### config.mk
export PLATFORM = sky130hd
export DESIGN_NAME = picoctrl_prog_loader
export DESIGN_NICKNAME = d
export VERILOG_FILES = /design/src/rtl/picoctrl_loader_pkg.sv /design/src/rtl/picoctrl_prog_mem_array.sv /design/src/rtl/picoctrl_prog_loader.sv
export SDC_FILE = /design/constraint.sdc
export NUM_CORES = 1
export LEC_CHECK = 0
export CAP_MARGIN = 40
export CORE_ASPECT_RATIO = 1.2
export CORE_MARGIN = 2
export CORE_UTILIZATION = 65
export CTS_BUF_LIST = sky130_fd_sc_hd__clkbuf_8
export DETAILED_ROUTE_END_ITERATION = 6
export GPL_ROUTABILITY_DRIVEN = 0
export PLACE_DENSITY = 0.82
export RECOVER_POWER = 100
export SLEW_MARGIN = 30
export SYNTH_ARGS = -nofsm -noshare
export SYNTH_HDL_FRONTEND = slang
export SYNTH_SLANG_ARGS = --single-unit
### constraint.sdc
create_clock -name clk -period 21 [get_ports clk]
set_input_delay 4.2 -clock clk [delete_from_list [all_inputs] [get_ports clk]]
set_output_delay 4.2 -clock clk [all_outputs]
set_load 0.05 [all_outputs]
### src/rtl/picoctrl_loader_pkg.sv
// Shared constants for the PicoCTRL program loader: state encoding,
// frame limits and small decode helpers.
package picoctrl_loader_pkg;

  localparam int BYTE_W    = 8;
  localparam int MAX_WORDS = 32;
  localparam int STATE_W   = 3;

  // Loader FSM state encoding.
  localparam logic [STATE_W-1:0] ST_IDLE = 3'd0;
  localparam logic [STATE_W-1:0] ST_CNT  = 3'd1;
  localparam logic [STATE_W-1:0] ST_HI   = 3'd2;
  localparam logic [STATE_W-1:0] ST_LO   = 3'd3;
  localparam logic [STATE_W-1:0] ST_CSUM = 3'd4;
  localparam logic [STATE_W-1:0] ST_ERR  = 3'd5;

  // A count byte is legal when it names between 1 and MAX_WORDS words.
  function automatic logic count_ok(input logic [BYTE_W-1:0] n);
    return (n != '0) && (n <= BYTE_W'(MAX_WORDS));
  endfunction

  // States in which the loader takes a byte from the host link.
  function automatic logic is_load_state(input logic [STATE_W-1:0] s);
    return (s == ST_CNT) || (s == ST_HI) || (s == ST_LO) || (s == ST_CSUM);
  endfunction

endpackage

### src/rtl/picoctrl_prog_mem_array.sv
// DEPTH x DATA_W program store: one synchronous write port, one
// combinational read port, cleared to zero by the asynchronous reset.
module picoctrl_prog_mem_array #(
  parameter int ADDR_W = 5,
  parameter int DATA_W = 16,
  parameter int DEPTH  = 32
) (
  input  logic              clk,
  input  logic              res,
  input  logic              we_i,
  input  logic [ADDR_W-1:0] waddr_i,
  input  logic [DATA_W-1:0] wdata_i,
  input  logic [ADDR_W-1:0] raddr_i,
  output logic [DATA_W-1:0] rdata_o
);

  logic [DATA_W-1:0] mem_q [DEPTH];

  // Write port; the whole store clears on reset.
  // NOTE: this store is a flop-based register file, not a RAM macro, so it
  // can take the async reset; a real SRAM could not be cleared this way.
  always_ff @(posedge clk or posedge res) begin
    if (res) begin
      for (int i = 0; i < DEPTH; i++) begin
        mem_q[i] <= '0;
      end
    end else if (we_i) begin
      mem_q[waddr_i] <= wdata_i;
    end
  end

  // The fetch port must see the addressed word in the same cycle.
  assign rdata_o = mem_q[raddr_i];

endmodule

### src/rtl/picoctrl_prog_loader.sv
// Loadable PicoCTRL program memory. A byte-stream loader writes a framed
// program (count, N big-endian words, XOR checksum) into the store and
// holds the controller in reset while a load is in progress or has failed.
module picoctrl_prog_loader
  import picoctrl_loader_pkg::*;
#(
  parameter int ADDR_W = 5,
  parameter int DATA_W = 16,
  parameter int DEPTH  = 32
) (
  input  logic              clk,
  input  logic              res,
  input  logic [ADDR_W-1:0] rom_addr,
  output logic [DATA_W-1:0] rom_data,
  input  logic              ld_start,
  input  logic [BYTE_W-1:0] ld_byte,
  input  logic              ld_valid,
  output logic              ld_ready,
  output logic              ld_done,
  output logic              ld_err,
  output logic              cpu_res_n
);

  logic [STATE_W-1:0] state_q, state_d;
  logic [ADDR_W-1:0]  wr_addr_q, wr_addr_d;
  logic [ADDR_W-1:0]  last_addr_q, last_addr_d;
  logic [BYTE_W-1:0]  hi_q, hi_d;
  logic [BYTE_W-1:0]  csum_q, csum_d;
  logic               done_q, done_d;
  logic               err_q, err_d;
  logic               cpu_run_q, cpu_run_d;

  logic               accept;
  logic               mem_we;
  logic [DATA_W-1:0]  mem_wdata;

  // A start pulse outranks a byte offered in the same cycle.
  assign accept    = ld_valid & ld_ready & ~ld_start;
  assign mem_we    = accept && (state_q == ST_LO);
  assign mem_wdata = {hi_q, ld_byte};

  // Next-state, counter and checksum logic for the frame loader.
  // NOTE: every next-state signal is given its hold value before any branch,
  // so no path leaves it unassigned and no latch is inferred.
  always_comb begin
    state_d     = state_q;
    wr_addr_d   = wr_addr_q;
    last_addr_d = last_addr_q;
    hi_d        = hi_q;
    csum_d      = csum_q;
    done_d      = 1'b0;
    err_d       = err_q;

    if (ld_start) begin
      state_d   = ST_CNT;
      wr_addr_d = '0;
      csum_d    = '0;
      err_d     = 1'b0;
    end else if (accept) begin
      case (state_q)
        ST_CNT: begin
          if (count_ok(ld_byte)) begin
            last_addr_d = ADDR_W'(ld_byte - 8'd1);
            csum_d      = csum_q ^ ld_byte;
            state_d     = ST_HI;
          end else begin
            state_d = ST_ERR;
            err_d   = 1'b1;
          end
        end
        ST_HI: begin
          hi_d    = ld_byte;
          csum_d  = csum_q ^ ld_byte;
          state_d = ST_LO;
        end
        ST_LO: begin
          csum_d = csum_q ^ ld_byte;
          if (wr_addr_q == last_addr_q) begin
            state_d = ST_CSUM;
          end else begin
            wr_addr_d = wr_addr_q + ADDR_W'(1);
            state_d   = ST_HI;
          end
        end
        ST_CSUM: begin
          if (ld_byte == csum_q) begin
            state_d = ST_IDLE;
            done_d  = 1'b1;
          end else begin
            state_d = ST_ERR;
            err_d   = 1'b1;
          end
        end
        default: begin
          state_d = state_q;
        end
      endcase
    end

    // The controller runs only while the loader rests in IDLE.
    cpu_run_d = (state_d == ST_IDLE);
  end

  // Loader state registers.
  // NOTE: sequential state uses non-blocking assignments so every flop
  // samples pre-edge values regardless of statement order.
  always_ff @(posedge clk or posedge res) begin
    if (res) begin
      state_q     <= ST_IDLE;
      wr_addr_q   <= '0;
      last_addr_q <= '0;
      hi_q        <= '0;
      csum_q      <= '0;
      done_q      <= 1'b0;
      err_q       <= 1'b0;
      cpu_run_q   <= 1'b0;
    end else begin
      state_q     <= state_d;
      wr_addr_q   <= wr_addr_d;
      last_addr_q <= last_addr_d;
      hi_q        <= hi_d;
      csum_q      <= csum_d;
      done_q      <= done_d;
      err_q       <= err_d;
      cpu_run_q   <= cpu_run_d;
    end
  end

  assign ld_ready  = is_load_state(state_q);
  assign ld_done   = done_q;
  assign ld_err    = err_q;
  assign cpu_res_n = cpu_run_q;

  picoctrl_prog_mem_array #(
    .ADDR_W (ADDR_W),
    .DATA_W (DATA_W),
    .DEPTH  (DEPTH)
  ) u_mem (
    .clk     (clk),
    .res     (res),
    .we_i    (mem_we),
    .waddr_i (wr_addr_q),
    .wdata_i (mem_wdata),
    .raddr_i (rom_addr),
    .rdata_o (rom_data)
  );

endmodule
# == After elaboration in Yosys (flattened, before gate mapping) ==
# Index checks and enable logic that the tools add are counted.
# totals
output_inout_bits,20
wordCells,109
ff_bits,544
inputBits,17
# classes
addsub,2
reduce_logical,18
magnitude_cmp,4
bitwise_logic,6
eq_ne,10
muxes,29
# op_table
op,count
512-bit bitwise mux,1
16-bit binary-select mux with 5-bit select,1
16-bit demux with 5-bit select,1
16-bit 2-to-1 mux,3
8-bit 2-to-1 mux,3
5-bit 2-to-1 mux,4
8-bit one-hot mux with 2 select lines,1
3-bit 2-to-1 mux,5
"6-bit greater-or-equal comparator, second input constant",2
5-bit inverter with 6-bit output,2
3-bit one-hot mux with 4 select lines,1
"3-bit inequality test, second input constant",3
3-bit AND reduction,3
8-bit equality test,1
"8-bit by 6-bit less-or-equal comparator with 1-bit output, second input constant",1
1-bit 2-to-1 mux,8
4-bit AND reduction,2
8-bit nonzero test,1
8-bit XOR,1
"3-bit by 2-bit equality test with 1-bit output, second input constant",2
"6-bit by 1-bit < comparator with 1-bit output, second input constant",1
3-bit nonzero test,2
"5-bit by 1-bit adder with 5-bit output, second input constant",1
5-bit equality test,1
12 further kinds,18

# == Longest topological paths before layout ==
# depth
depth_word,9
ltp_mapped,9
depth_no_buf,7

# == Hierarchy ==
# From an unflattened synthesis, not the netlist that was laid out.
# unflattened
cells_unflattened,1903
hier_area_um2,26003.7
# modules_own_cells
mod,seq_area_each_um2,area_per_inst_um2,cells_each,instances
picoctrl_prog_mem_array,12812.3,24273.3,1731,1
picoctrl_prog_loader,800.8,1730.4,172,1

# == Worst setup path after synthesis ==
# OpenSTA, ideal clock, no wires.
# synth_timing
path_type,input to output
from,in rom_addr[1]
to,out rom_data[15]
setup_slack_ps,10454
required_time_ps,16800
t_arrival_ps,6346
cell_stages,8
cell_sequence,clkbuf_1 buf_2 buf_2 buf_1 a211oi_1 nor3_1 a211oi_1 a21oi_1
# synth_between
elab_chain_len,4
# synth_rtl
item,line_no,text
start: declaration,picoctrl_prog_loader.sv:13,"input logic [ADDR_W-1:0] rom_addr,"
5-bit inverter with 6-bit output (not written as such),picoctrl_prog_mem_array.sv:33,assign rdata_o = mem_q[raddr_i];
16-bit binary-select mux with 5-bit select,picoctrl_prog_mem_array.sv:33,
16-bit 2-to-1 mux (not written as such) (2 in a row),picoctrl_prog_mem_array.sv:33,
end: declaration,picoctrl_prog_loader.sv:14,"output logic [DATA_W-1:0] rom_data,"
# No other way between the ends. The select of a mux whose other input is x is not followed.

# == Worst setup path in the final report ==
# layout_timing
from,in rom_addr[3]
to,out rom_data[13]
# The elaborated chain is that of the path after synthesis.

==> impl_metrics.yaml <==
worst_setup_path:
  worstSetupPathType: "input pin to output pin"
  start_kind: "input pin"
  worst_ep_required_time_ps: 16800
  critPathCaptureType: "output pin"
  worstPathArrival_ps: 10650
  cp_max_fo: 38
  crit_slowest_cell: "clkbuf_1"
  max_stage_delay_ps: 2150
  worstPathCellList: "clkbuf_1 -> clkbuf_1 -> nand2_1 -> a211oi_1 -> nor3_1 -> a211oi_1 -> a21oi_1 -> dlygate4sd3_1"
  r2r_cells: 6
route:
  dr_total_vias: 14700
  drc: 0
  drt_iter0_drc: 1155
  drt_pass1_iterations: 5
  ant_nets: 0
  routedWlPerCell_um: 25.6
  wl_um: 57400
  vias_per_cell: 6.59
sta:
  rsz0062_at_grt: "no"
  max_freq_mhz: 67.3
  fin_tns_setup_ps: 0
  fin_worst_skew_ps: 27.5
  hold_ws_ps: 480
  max_slew_margin: -3.09
  slew_violations: 716
  min_period_ps: 14850
  setup_viol: 0
  period_share: 0.707
  hold_viol_final: 0
  setup_ws_ps: 6150
  tightest_slew_ps: 6130
logic_synthesis:
  yosysWarnings: 0
  netlist_instances: 1678
  synth_cell_type_count: 47
  synth_ff_type: "dfrtp_1"
  yosys-top-cells-area: "dfrtp_1, mux2_2, mux4_2, clkbuf_1, nand2_1"
  ys_seq_area_frac: 0.543
  syn-num-nets: 1701
  synthArstFlopShare: 1.00
  synth_area_um2: 25100
  netlist.top_cell.by_area: "dfrtp_1"
  synth_top_area_frac: 0.543
  synth_edf_count: 0
  synth-seq-cells: 544
  syn_avg_cell_area_um2: 14.9
  yosysMostFrequentCell: "dfrtp_1"
  synth_common_cells: "dfrtp_1, mux2_2, mux4_2"
die:
  die_x_um: 183
  coreArea_um2: 38000
  start_util: 0.660
  rows: 78
  ioPinCount: 37
  die_y_um: 219
  dieArea_um2: 40200
grt:
  gr-total-overflow: 0
  grt_pass1_wl_um: 90800
  antenna_found_initial: 0
  track_usage: 0.300
  grt_max_degree: 181
  grt_pass1_vias: 15900
power_and_ir_drop:
  max-vdd-ir-drop_uv: 65.9
  power.density_nw_per_um2: 73.9
  p_total_mw: 2.01
  p_leak_nw: 13.3
clocking:
  tritoncts: "yes"
  htree_levels: 3
  ctsHoldBuffers: 0
  path_clk_slew_ps: 60
  clock_path_buffers: 3
  cts-root-buf: "clkbuf_8"
  clk_latency_ps: 650
  cts_resized: 0
  cts_inserted_buffers: 84
  postCtsSetupBuffers: 0
  clkSinkCount: 544
layout:
  fillers: 2464
  drive_gt1_frac: 0.444
  final_nets: 1725
  antenna_cells: 0
  final_cells: 2237
  area_growth_pct: 8.55
placement:
  placed_cells: 2091
  dp_hpwl_um: 35500
  pre_cts_ws_ps: 9070
  portBuffers: 36
hold_path:
  min_path_type: "flop to flop"
  hold_depth: 2
outcome:
  status: "finished, violations left"
  violations: "max-capacitance violations, max-slew violations"
run:
  cap_viol_max_count: 16
[registers in the layout, indices dropped and copies added (netlist names)]
name	count
cpu_res_n	1
csum_q	8
hi_q	8
last_addr_q	5
ld_done	1
ld_err	1
state_q	3
u_mem.mem_q	512
wr_addr_q	5
[where the power goes]
group,internal (mW),switching (mW)
clock,0.448,0.398
sequential,1.05,0.00446
combinational,0.0296,0.0747
total,1.53,0.478
[per-layer routing]
layer | global-route usage | wire, um
met2 | 0.506 | 29200
met3 | 0.0498 | 3000
met4 | 0.110 | 1720
met5 | 0 | 0
met1 | 0.396 | 23500
[logic make-up (layout without fill, tap and decap cells)]
family / Yosys count / after routing / share of synthesized area
compound gates: 108 / 108 / 0.0286
xor+xnor: 23 / 23 / 0.00804
fa+ha+maj: 6 / 6 / 0.00299
buf+inv: 161 / 240 / 0.0275
flops: 544 / 544 / 0.543
mux: 666 / 666 / 0.354
simple gates: 170 / 170 / 0.0356
[final cells by class]
type                            instances  area, um^2  area share
Clock inverter                         35         135     0.00497
Clock buffer                          106        1460      0.0536
Timing Repair Buffer                   92         696      0.0256
Tap cell                              480         601      0.0221
Sequential cell                       544       13600       0.501
Multi-Input combinational cell        973       10700       0.392
Inverter                                7        27.5     0.00101
[cell usage in the layout, fill, tap and decap left out, types with 6 or more instances in the layout]
cell type	synthesis	layout
or3_1	7	7
inv_1	7	38
buf_4	2	15
a21oi_1	28	28
xor2_1	16	16
dfrtp_1	544	539
nor2b_1	14	15
mux4_2	121	121
o2111a_1	9	9
nor3_1	13	14
ha_1	6	6
o21ai_0	28	28
mux2_2	518	516
clkbuf_1	88	37
clkdlybuf4s50_1	0	10
o22ai_1	7	7
nor2_1	19	19
nor3b_1	6	6
nand2_1	79	87
mux2i_1	17	17
dlygate4sd3_1	0	22
xnor2_1	7	7
clkbuf_8	0	106
mux2_1	0	9
a211oi_1	16	16
a221oi_1	16	16
[critical path: cells and delay by family]
kind,cells,cell delay [ps]
buffers and inverters,3,4680
AO/OA/AOI/OAI,3,1070
AND/OR/NAND/NOR,2,650
[final timing paths]
kind                                         startpoint  slack [ps]                           end
max                                         rom_addr[3]        6150                  rom_data[13]
max reg2reg                        state_q[2]$_DFF_PP0_       16670  u_mem.mem_q[246]$_DFFE_PP0P_
max in group asynchronous                           res        7470  u_mem.mem_q[383]$_DFFE_PP0P_
min reg2reg                u_mem.mem_q[129]$_DFFE_PP0P_         480  u_mem.mem_q[129]$_DFFE_PP0P_
min                        u_mem.mem_q[129]$_DFFE_PP0P_         480  u_mem.mem_q[129]$_DFFE_PP0P_
min in group asynchronous                           res        4430         csum_q[1]$_DFFE_PP0P_
[per-stage QoR]
stage	utilization	cell area [um^2]
floorplan	-	25100
global placement	0.674	25600
detailed placement	0.684	26000
CTS	0.726	27600
global route	0.717	27200
finish	0.717	27200
Power figures use the tool's default switching activity.
